===== src/rtl/cpu_pkg.sv =====
// Shared CPU encodings: PC update style, branch condition, opcodes, sequencer state.
package cpu_pkg;

    localparam int INSTR_WIDTH  = 16;
    localparam int ADDR_WIDTH   = 6;
    localparam int RETIRE_WIDTH = 16;

    // PC update style (also decoded by programCounter)
    localparam logic [1:0] PS_HOLD = 2'd0;
    localparam logic [1:0] PS_INC  = 2'd1;
    localparam logic [1:0] PS_REL  = 2'd2;
    localparam logic [1:0] PS_ABS  = 2'd3;

    // Branch condition
    localparam logic [1:0] BC_ZERO   = 2'd0;
    localparam logic [1:0] BC_NZERO  = 2'd1;
    localparam logic [1:0] BC_ALWAYS = 2'd3;

    // Opcodes (IR[15:12]); 0x1..0x9 are ALU ops passed straight through
    localparam logic [3:0] OPC_NOP     = 4'h0;
    localparam logic [3:0] OPC_ALU_MIN = 4'h1;
    localparam logic [3:0] OPC_ALU_MAX = 4'h9;
    localparam logic [3:0] OPC_BZ      = 4'hA;
    localparam logic [3:0] OPC_BNZ     = 4'hB;
    localparam logic [3:0] OPC_BRA     = 4'hC;
    localparam logic [3:0] OPC_JMP     = 4'hD;
    localparam logic [3:0] OPC_HALT    = 4'hE;
    localparam logic [3:0] OPC_ILLEGAL = 4'hF;

    typedef enum logic [1:0] {
        FETCH = 2'd0,
        EXEC  = 2'd1,
        HALT  = 2'd2
    } seq_state_t;

endpackage


===== src/rtl/instr_decoder.sv =====
// Combinational opcode decode into PC controls and register-file write controls.
import cpu_pkg::*;

module instr_decoder (
    input  logic [3:0] i_opcode,
    output logic [1:0] o_ps,
    output logic [1:0] o_bc,
    output logic [3:0] o_alu_op,
    output logic       o_rf_write_en,
    output logic       o_is_halt,
    output logic       o_is_illegal
);

    // Opcode -> controls; anything not named behaves like NOP
    always_comb begin
        o_ps          = PS_INC;
        o_bc          = BC_ALWAYS;
        o_alu_op      = 4'h0;
        o_rf_write_en = 1'b0;
        o_is_halt     = 1'b0;
        o_is_illegal  = 1'b0;
        if (i_opcode >= OPC_ALU_MIN && i_opcode <= OPC_ALU_MAX) begin
            o_alu_op      = i_opcode;
            o_rf_write_en = 1'b1;
        end else begin
            case (i_opcode)
                OPC_BZ:      begin o_ps = PS_REL; o_bc = BC_ZERO;  end
                OPC_BNZ:     begin o_ps = PS_REL; o_bc = BC_NZERO; end
                OPC_BRA:     o_ps = PS_REL;
                OPC_JMP:     o_ps = PS_ABS;
                OPC_HALT:    begin o_ps = PS_HOLD; o_is_halt = 1'b1; end
                OPC_ILLEGAL: o_is_illegal = 1'b1;
                default:     ;
            endcase
        end
    end

endmodule


===== src/rtl/fetch_sequencer.sv =====
// Fetch/execute sequencer: fetches via the PC address, latches IR, and drives
// PC/register-file controls for exactly one EXEC cycle per instruction.
import cpu_pkg::*;

module fetch_sequencer (
    input  logic                    clk,
    input  logic                    reset,
    input  logic [ADDR_WIDTH-1:0]   pc_addr,
    output logic [ADDR_WIDTH-1:0]   imem_addr,
    output logic                    imem_req,
    input  logic                    imem_valid,
    input  logic [INSTR_WIDTH-1:0]  imem_data,
    output logic [1:0]              ps,
    output logic [1:0]              bc,
    output logic [3:0]              aa,
    output logic [3:0]              ba,
    output logic [3:0]              dr,
    output logic [3:0]              alu_op,
    output logic                    rf_write_en,
    output logic                    halted,
    output logic                    illegal_op,
    output logic [RETIRE_WIDTH-1:0] retired
);

    seq_state_t              r_state;
    logic [INSTR_WIDTH-1:0]  r_ir;
    logic                    r_illegal;
    logic [RETIRE_WIDTH-1:0] r_retired;

    logic [1:0] w_ps;
    logic [1:0] w_bc;
    logic [3:0] w_alu_op;
    logic       w_we;
    logic       w_is_halt;
    logic       w_is_illegal;
    logic       w_exec;

    instr_decoder u_dec (
        .i_opcode      (r_ir[15:12]),
        .o_ps          (w_ps),
        .o_bc          (w_bc),
        .o_alu_op      (w_alu_op),
        .o_rf_write_en (w_we),
        .o_is_halt     (w_is_halt),
        .o_is_illegal  (w_is_illegal)
    );

    assign w_exec = (r_state == EXEC);

    // Sequencer FSM plus IR, sticky illegal flag and saturating retire count
    always_ff @(posedge clk) begin
        if (reset) begin
            r_state   <= FETCH;
            r_ir      <= '0;
            r_illegal <= 1'b0;
            r_retired <= '0;
        end else begin
            case (r_state)
                FETCH: begin
                    if (imem_valid) begin
                        r_ir    <= imem_data;
                        r_state <= EXEC;
                    end
                end
                EXEC: begin
                    r_state <= w_is_halt ? HALT : FETCH;
                    if (w_is_illegal)
                        r_illegal <= 1'b1;
                    if (r_retired != {RETIRE_WIDTH{1'b1}})
                        r_retired <= r_retired + 1'b1;
                end
                HALT:    r_state <= HALT;
                default: r_state <= FETCH;
            endcase
        end
    end

    // PC is held with an unconditional HOLD everywhere except EXEC, where
    // the decode drives it combinationally so the PC samples it at EXEC's end
    always_comb begin
        ps          = w_exec ? w_ps     : PS_HOLD;
        bc          = w_exec ? w_bc     : BC_ALWAYS;
        alu_op      = w_exec ? w_alu_op : 4'h0;
        rf_write_en = w_exec & w_we;
    end

    assign imem_addr  = pc_addr;
    assign imem_req   = (r_state == FETCH);
    assign halted     = (r_state == HALT);
    assign dr         = r_ir[11:8];
    assign aa         = r_ir[7:4];
    assign ba         = r_ir[3:0];
    assign illegal_op = r_illegal;
    assign retired    = r_retired;

endmodule


===== config.mk =====
export PLATFORM = sky130hd
export DESIGN_NAME = fetch_sequencer
export DESIGN_NICKNAME = d
export VERILOG_FILES = /design/src/rtl/cpu_pkg.sv /design/src/rtl/instr_decoder.sv /design/src/rtl/fetch_sequencer.sv
export SDC_FILE = /design/constraint.sdc
export NUM_CORES = 1
export LEC_CHECK = 0
export CORE_MARGIN = 3
export CORE_UTILIZATION = 43
export DETAILED_ROUTE_END_ITERATION = 6
export GPL_TIMING_DRIVEN = 0
export PLACE_DENSITY = 0.8
export SLEW_MARGIN = 0
export SYNTH_ARGS = -nofsm -noshare
export SYNTH_HDL_FRONTEND = slang
export SYNTH_SLANG_ARGS = --single-unit

===== constraint.sdc =====
create_clock -name clk -period 2.6 [get_ports clk]
set_input_delay 0.52 -clock clk [delete_from_list [all_inputs] [get_ports clk]]
set_output_delay 0.52 -clock clk [all_outputs]
set_load 0.05 [all_outputs]

==> impl_metrics.prom <==
# TYPE chip_impl_metric gauge
chip_impl_info{name="status",value="finished clean"} 1
chip_impl_info{name="critPathLaunchType",value="flop"} 1
chip_impl_metric{name="report.final.setup_viol",unit=""} 0
chip_impl_info{name="reg2reg_from",value="retired[3]"} 1
chip_impl_info{name="path_common_cell",value="sky130_fd_sc_hd__nand2b_1"} 1
chip_impl_metric{name="rr_worst_depth",unit=""} 5
chip_impl_metric{name="pin_count_of_the_biggest_net_entering_global_routing",unit=""} 12
chip_impl_metric{name="worst-endpoint-required",unit="ns"} 2.08
chip_impl_metric{name="synth_warnings",unit=""} 0
chip_impl_info{name="path_delay_family",value="simple AND/OR/NAND/NOR gates"} 1
chip_impl_metric{name="drt_pre_antenna_iters",unit=""} 4
chip_impl_metric{name="timing.reg2reg.setup_slack",unit="ns"} 0.51
chip_impl_metric{name="tritoncts.num_buffers",unit=""} 5
chip_impl_metric{name="dp_hpwl",unit="microns"} 3140
chip_impl_metric{name="layout-area-overhead-vs-synth",unit="%"} 46.91
chip_impl_metric{name="finalWirelength",unit="microns"} 4161
chip_impl_info{name="setup.worst_path.end_class",value="primary output"} 1
chip_impl_metric{name="syn_nets",unit=""} 247
chip_impl_metric{name="cts.clk_slew.worst_paths",unit="ns"} 0.06
chip_impl_metric{name="gr-usage-all-layers",unit="%"} 17.36
chip_impl_metric{name="holdPathStages",unit=""} 2
chip_impl_info{name="timing.hold.worst_endpoint",value="r_ir[11]"} 1
chip_impl_metric{name="floorplan.die_area",unit="sq um"} 4850
chip_impl_metric{name="htree_levels",unit=""} 2
chip_impl_info{name="holdCritStartpoint",value="r_ir[11]"} 1
chip_impl_metric{name="syn-mean-instance-area",unit="sq um"} 7.881
chip_impl_metric{name="synth_area",unit="sq um"} 1742
chip_impl_metric{name="critical-path-max-stage-delay",unit="ns"} 0.44
chip_impl_metric{name="floorplan.initialDensity",unit="%"} 46.18
chip_impl_metric{name="cts.repair_timing.setup_buffer_count",unit=""} 0
chip_impl_metric{name="timing.fmax",unit="GHz"} 0.4071
chip_impl_metric{name="skew",unit="ns"} 0.005786
chip_impl_metric{name="cp.buffers_inverters",unit=""} 1
chip_impl_metric{name="drive_gt1_share",unit="%"} 13.99
chip_impl_metric{name="post_layout_utilization_of_the_core",unit="%"} 67.85
chip_impl_metric{name="num_rows",unit=""} 22
chip_impl_info{name="synth_top_cells_by_area",value="sky130_fd_sc_hd__dfxtp_1 40%, sky130_fd_sc_hd__nand2_1 8.6%, sky130_fd_sc_hd__buf_4 7.8%, sky130_fd_sc_hd__a21oi_1 7.2%, sky130_fd_sc_hd__mux2_2 3.2%"} 1
chip_impl_metric{name="worst_skew_pair.late_latency",unit="ns"} 0.29
chip_impl_metric{name="post-route-cell-area",unit="sq um"} 2559
chip_impl_metric{name="final.period_utilization",unit="%"} 94.47
chip_impl_metric{name="crit_arrival",unit="ns"} 1.94
chip_impl_metric{name="nNetsFinal",unit=""} 318
chip_impl_metric{name="first_global_vias",unit=""} 1610
chip_impl_metric{name="antenna-diode-count",unit=""} 0
chip_impl_info{name="series_of_cell_instances_along_the_critical_path",value="nor2b_1 > and3_1 > nand2b_1 > nand2b_1 > dlygate4sd2_1"} 1
chip_impl_info{name="clk_root_buffer_cell",value="sky130_fd_sc_hd__clkbuf_8"} 1
chip_impl_metric{name="grt-ovfl-total",unit=""} 0
chip_impl_metric{name="remaining_drc_errors",unit=""} 0
chip_impl_info{name="synth_area_leader",value="sky130_fd_sc_hd__dfxtp_1"} 1
chip_impl_metric{name="cts-hold-fix-buffers",unit=""} 0
chip_impl_metric{name="pwr_density_cell",unit="nW/um^2"} 507.8
chip_impl_info{name="setup_repair_after_global_routing_missed_its_margin",value="false"} 1
chip_impl_metric{name="cts.sink_count",unit=""} 35
chip_impl_metric{name="place.port_buffers",unit=""} 64
chip_impl_info{name="synth.most_common_cell",value="sky130_fd_sc_hd__nand2_1"} 1
chip_impl_info{name="synth_common_cells",value="40 x sky130_fd_sc_hd__nand2_1, 35 x sky130_fd_sc_hd__dfxtp_1, 25 x sky130_fd_sc_hd__a21oi_1"} 1
chip_impl_info{name="worstHoldPathType",value="reg2reg"} 1
chip_impl_metric{name="boundaryPins",unit=""} 71
chip_impl_info{name="reg2reg_to",value="retired[15]"} 1
chip_impl_metric{name="final_max_slew_viol_count",unit=""} 0
chip_impl_metric{name="finalCriticalPeriod",unit="ns"} 2.456
chip_impl_metric{name="async_reset_ff_share",unit="%"} 0
chip_impl_metric{name="number_of_enable_type_register_cells_in_the_synthesized_netlist",unit=""} 0
chip_impl_metric{name="syn_inst",unit=""} 221
chip_impl_metric{name="timing_worst_slew_pin_value",unit="ns"} 0.5375
chip_impl_metric{name="p_leak",unit="uW"} 0.0009381
chip_impl_metric{name="hold_viol_final",unit=""} 0
chip_impl_metric{name="die_h",unit="microns"} 69.64
chip_impl_metric{name="grt_first_pass_wirelength",unit="microns"} 6913
chip_impl_metric{name="grt_antenna_before_repair",unit=""} 0
chip_impl_metric{name="max-vdd-ir-drop",unit="V"} 0.0003064
chip_impl_info{name="synth_flop_type",value="sky130_fd_sc_hd__dfxtp_1"} 1
chip_impl_metric{name="place_congestion",unit=""} 0.7809
chip_impl_metric{name="routed_wire_length_per_instance",unit="microns"} 12.20
chip_impl_metric{name="yosysSeqAreaShare",unit="%"} 40.23
chip_impl_metric{name="chipWidth",unit="microns"} 69.64
chip_impl_metric{name="ys_seq_elements",unit=""} 35
chip_impl_metric{name="netlist.area_leader.share",unit="%"} 40.23
chip_impl_metric{name="total_number_of_vias",unit=""} 1730
chip_impl_info{name="tritoncts",value="done"} 1
chip_impl_info{name="critPathSlowestCell",value="sky130_fd_sc_hd__dfxtp_1"} 1
chip_impl_info{name="timing.setup.critical_path_class",value="reg2out"} 1
chip_impl_metric{name="setup-tns-final",unit="ns"} 0
chip_impl_metric{name="crit_fanout",unit=""} 6
chip_impl_metric{name="max-cap-violations",unit=""} 0
chip_impl_metric{name="drt_antenna_net_count",unit=""} 0
chip_impl_metric{name="vias_per_cell",unit=""} 5.073
chip_impl_metric{name="coreArea",unit="sq um"} 3771
chip_impl_metric{name="area_of_placed_instances",unit="sq um"} 2454
chip_impl_metric{name="cts_max_path_buffers",unit=""} 2
chip_impl_metric{name="dr.first_iter.drc_count",unit=""} 86
chip_impl_metric{name="max-slew-margin-rel",unit="%"} 64.05
chip_impl_metric{name="fin_total_pwr",unit="uW"} 1299
chip_impl_metric{name="ys_types",unit=""} 39
-- flip-flops by register name (all words and copies together) (netlist names) --
signal      count
retired        16
illegal_op      1
r_ir           16
r_state         2
-- kinds of logic (layout without fill, tap and decap cells) --
kind of cell             after synthesis  in the layout  synth area share (%)
adder cells (fa/ha/maj)                1              1                0.7183
AO/OA/AOI/OAI                         39             39                 12.64
XOR/XNOR                               1              1                0.5030
flip-flops                            35             35                 40.23
buffers and inverters                 33            105                 11.06
multiplexers                           7              7                 4.382
AND/OR/NAND/NOR                      105            105                 30.46
-- routing by layer --
metal,wire length (microns),vias up,track usage [%]
li1,-,888,-
met2,1922,64,27.22
met3,381,7,7.681
met1,1803,771,21.50
met5,0,-,0
met4,53,0,5.106
-- worst max path at each step --
stage                     depth (start not counted)       start  slack (ns)         to
after CTS                                         4    r_ir[14]        0.07      ps[0]
final                                             5  r_state[0]        0.14      bc[0]
after floorplan                                   4  r_state[1]        0.15  alu_op[2]
after global routing                              5    r_ir[13]        0.03  alu_op[2]
after detailed placement                          5  r_state[0]        0.13  alu_op[2]
after global placement                            4    r_ir[14]        0.13      ps[0]
-- tightest hold or removal path, stage by stage, from the launching register on --
cell and delay (ns):
sky130_fd_sc_hd__dfxtp_1 0.31, sky130_fd_sc_hd__nand2_1 0.05, sky130_fd_sc_hd__a21oi_1 0.05
-- placed cells by master (no fill, tap or decap), drive strengths merged, types with 2 or more instances in the layout --
master / synthesis / layout
a21oi: 25 / 25
dlygate4sd2: 0 / 7
nor3: 5 / 5
nand2b: 5 / 5
nor2: 15 / 15
and2: 2 / 2
mux2: 5 / 5
nor2b: 5 / 5
o21ai: 4 / 4
a31oi: 2 / 2
nand3b: 2 / 2
o31ai: 3 / 3
inv: 3 / 3
buf: 19 / 19
clkbuf: 11 / 18
nand4: 5 / 5
nand2: 40 / 40
or3: 4 / 4
clkdlybuf4s50: 0 / 55
or4: 4 / 4
mux2i: 2 / 2
nor4: 8 / 8
nand3: 5 / 5
dfxtp: 35 / 35
-- cell type report --
| class | instances | area, sq um |
|---|---|---|
| clock inverters | 2 | 35.03 |
| fillers | 341 | 1212 |
| inverters | 3 | 11.26 |
| clock buffers | 6 | 82.58 |
| well taps | 48 | 60.06 |
| multi-input cells | 153 | 859.6 |
| repair buffers | 64 | 626.9 |
| plain buffers | 30 | 182.7 |
| flip-flops and latches | 35 | 700.7 |
-- power breakdown --
part           leakage [uW]  total [uW]  switching (uW)  internal, uW
Clock             0.0000612         500             190           310
Combinational      0.000592         235             138          96.6
Sequential         0.000285         565            11.5           553
Total              0.000938        1300             339           960
-- timing repair --
action                     4_1_cts  5_1_grt
setup endpoints to repair        9        2
pin swaps                        0        0
gates resized for setup          9        5
-- through the flow --
| stage | cells | hold slack [ns] | worst slack, ns |
|---|---|---|---|
| final | 341 | 0.4555 | 0.1437 |
| after global routing | 341 | 0.4744 | 0.03217 |
| after CTS | 341 | 0.4564 | 0.06787 |
| after detailed placement | 333 | 0.4469 | 0.1254 |
| after global placement | 333 | 0.4429 | 0.1274 |
| after floorplan | 221 | 0.4367 | 0.1485 |
Power figures use the tool's default switching activity.
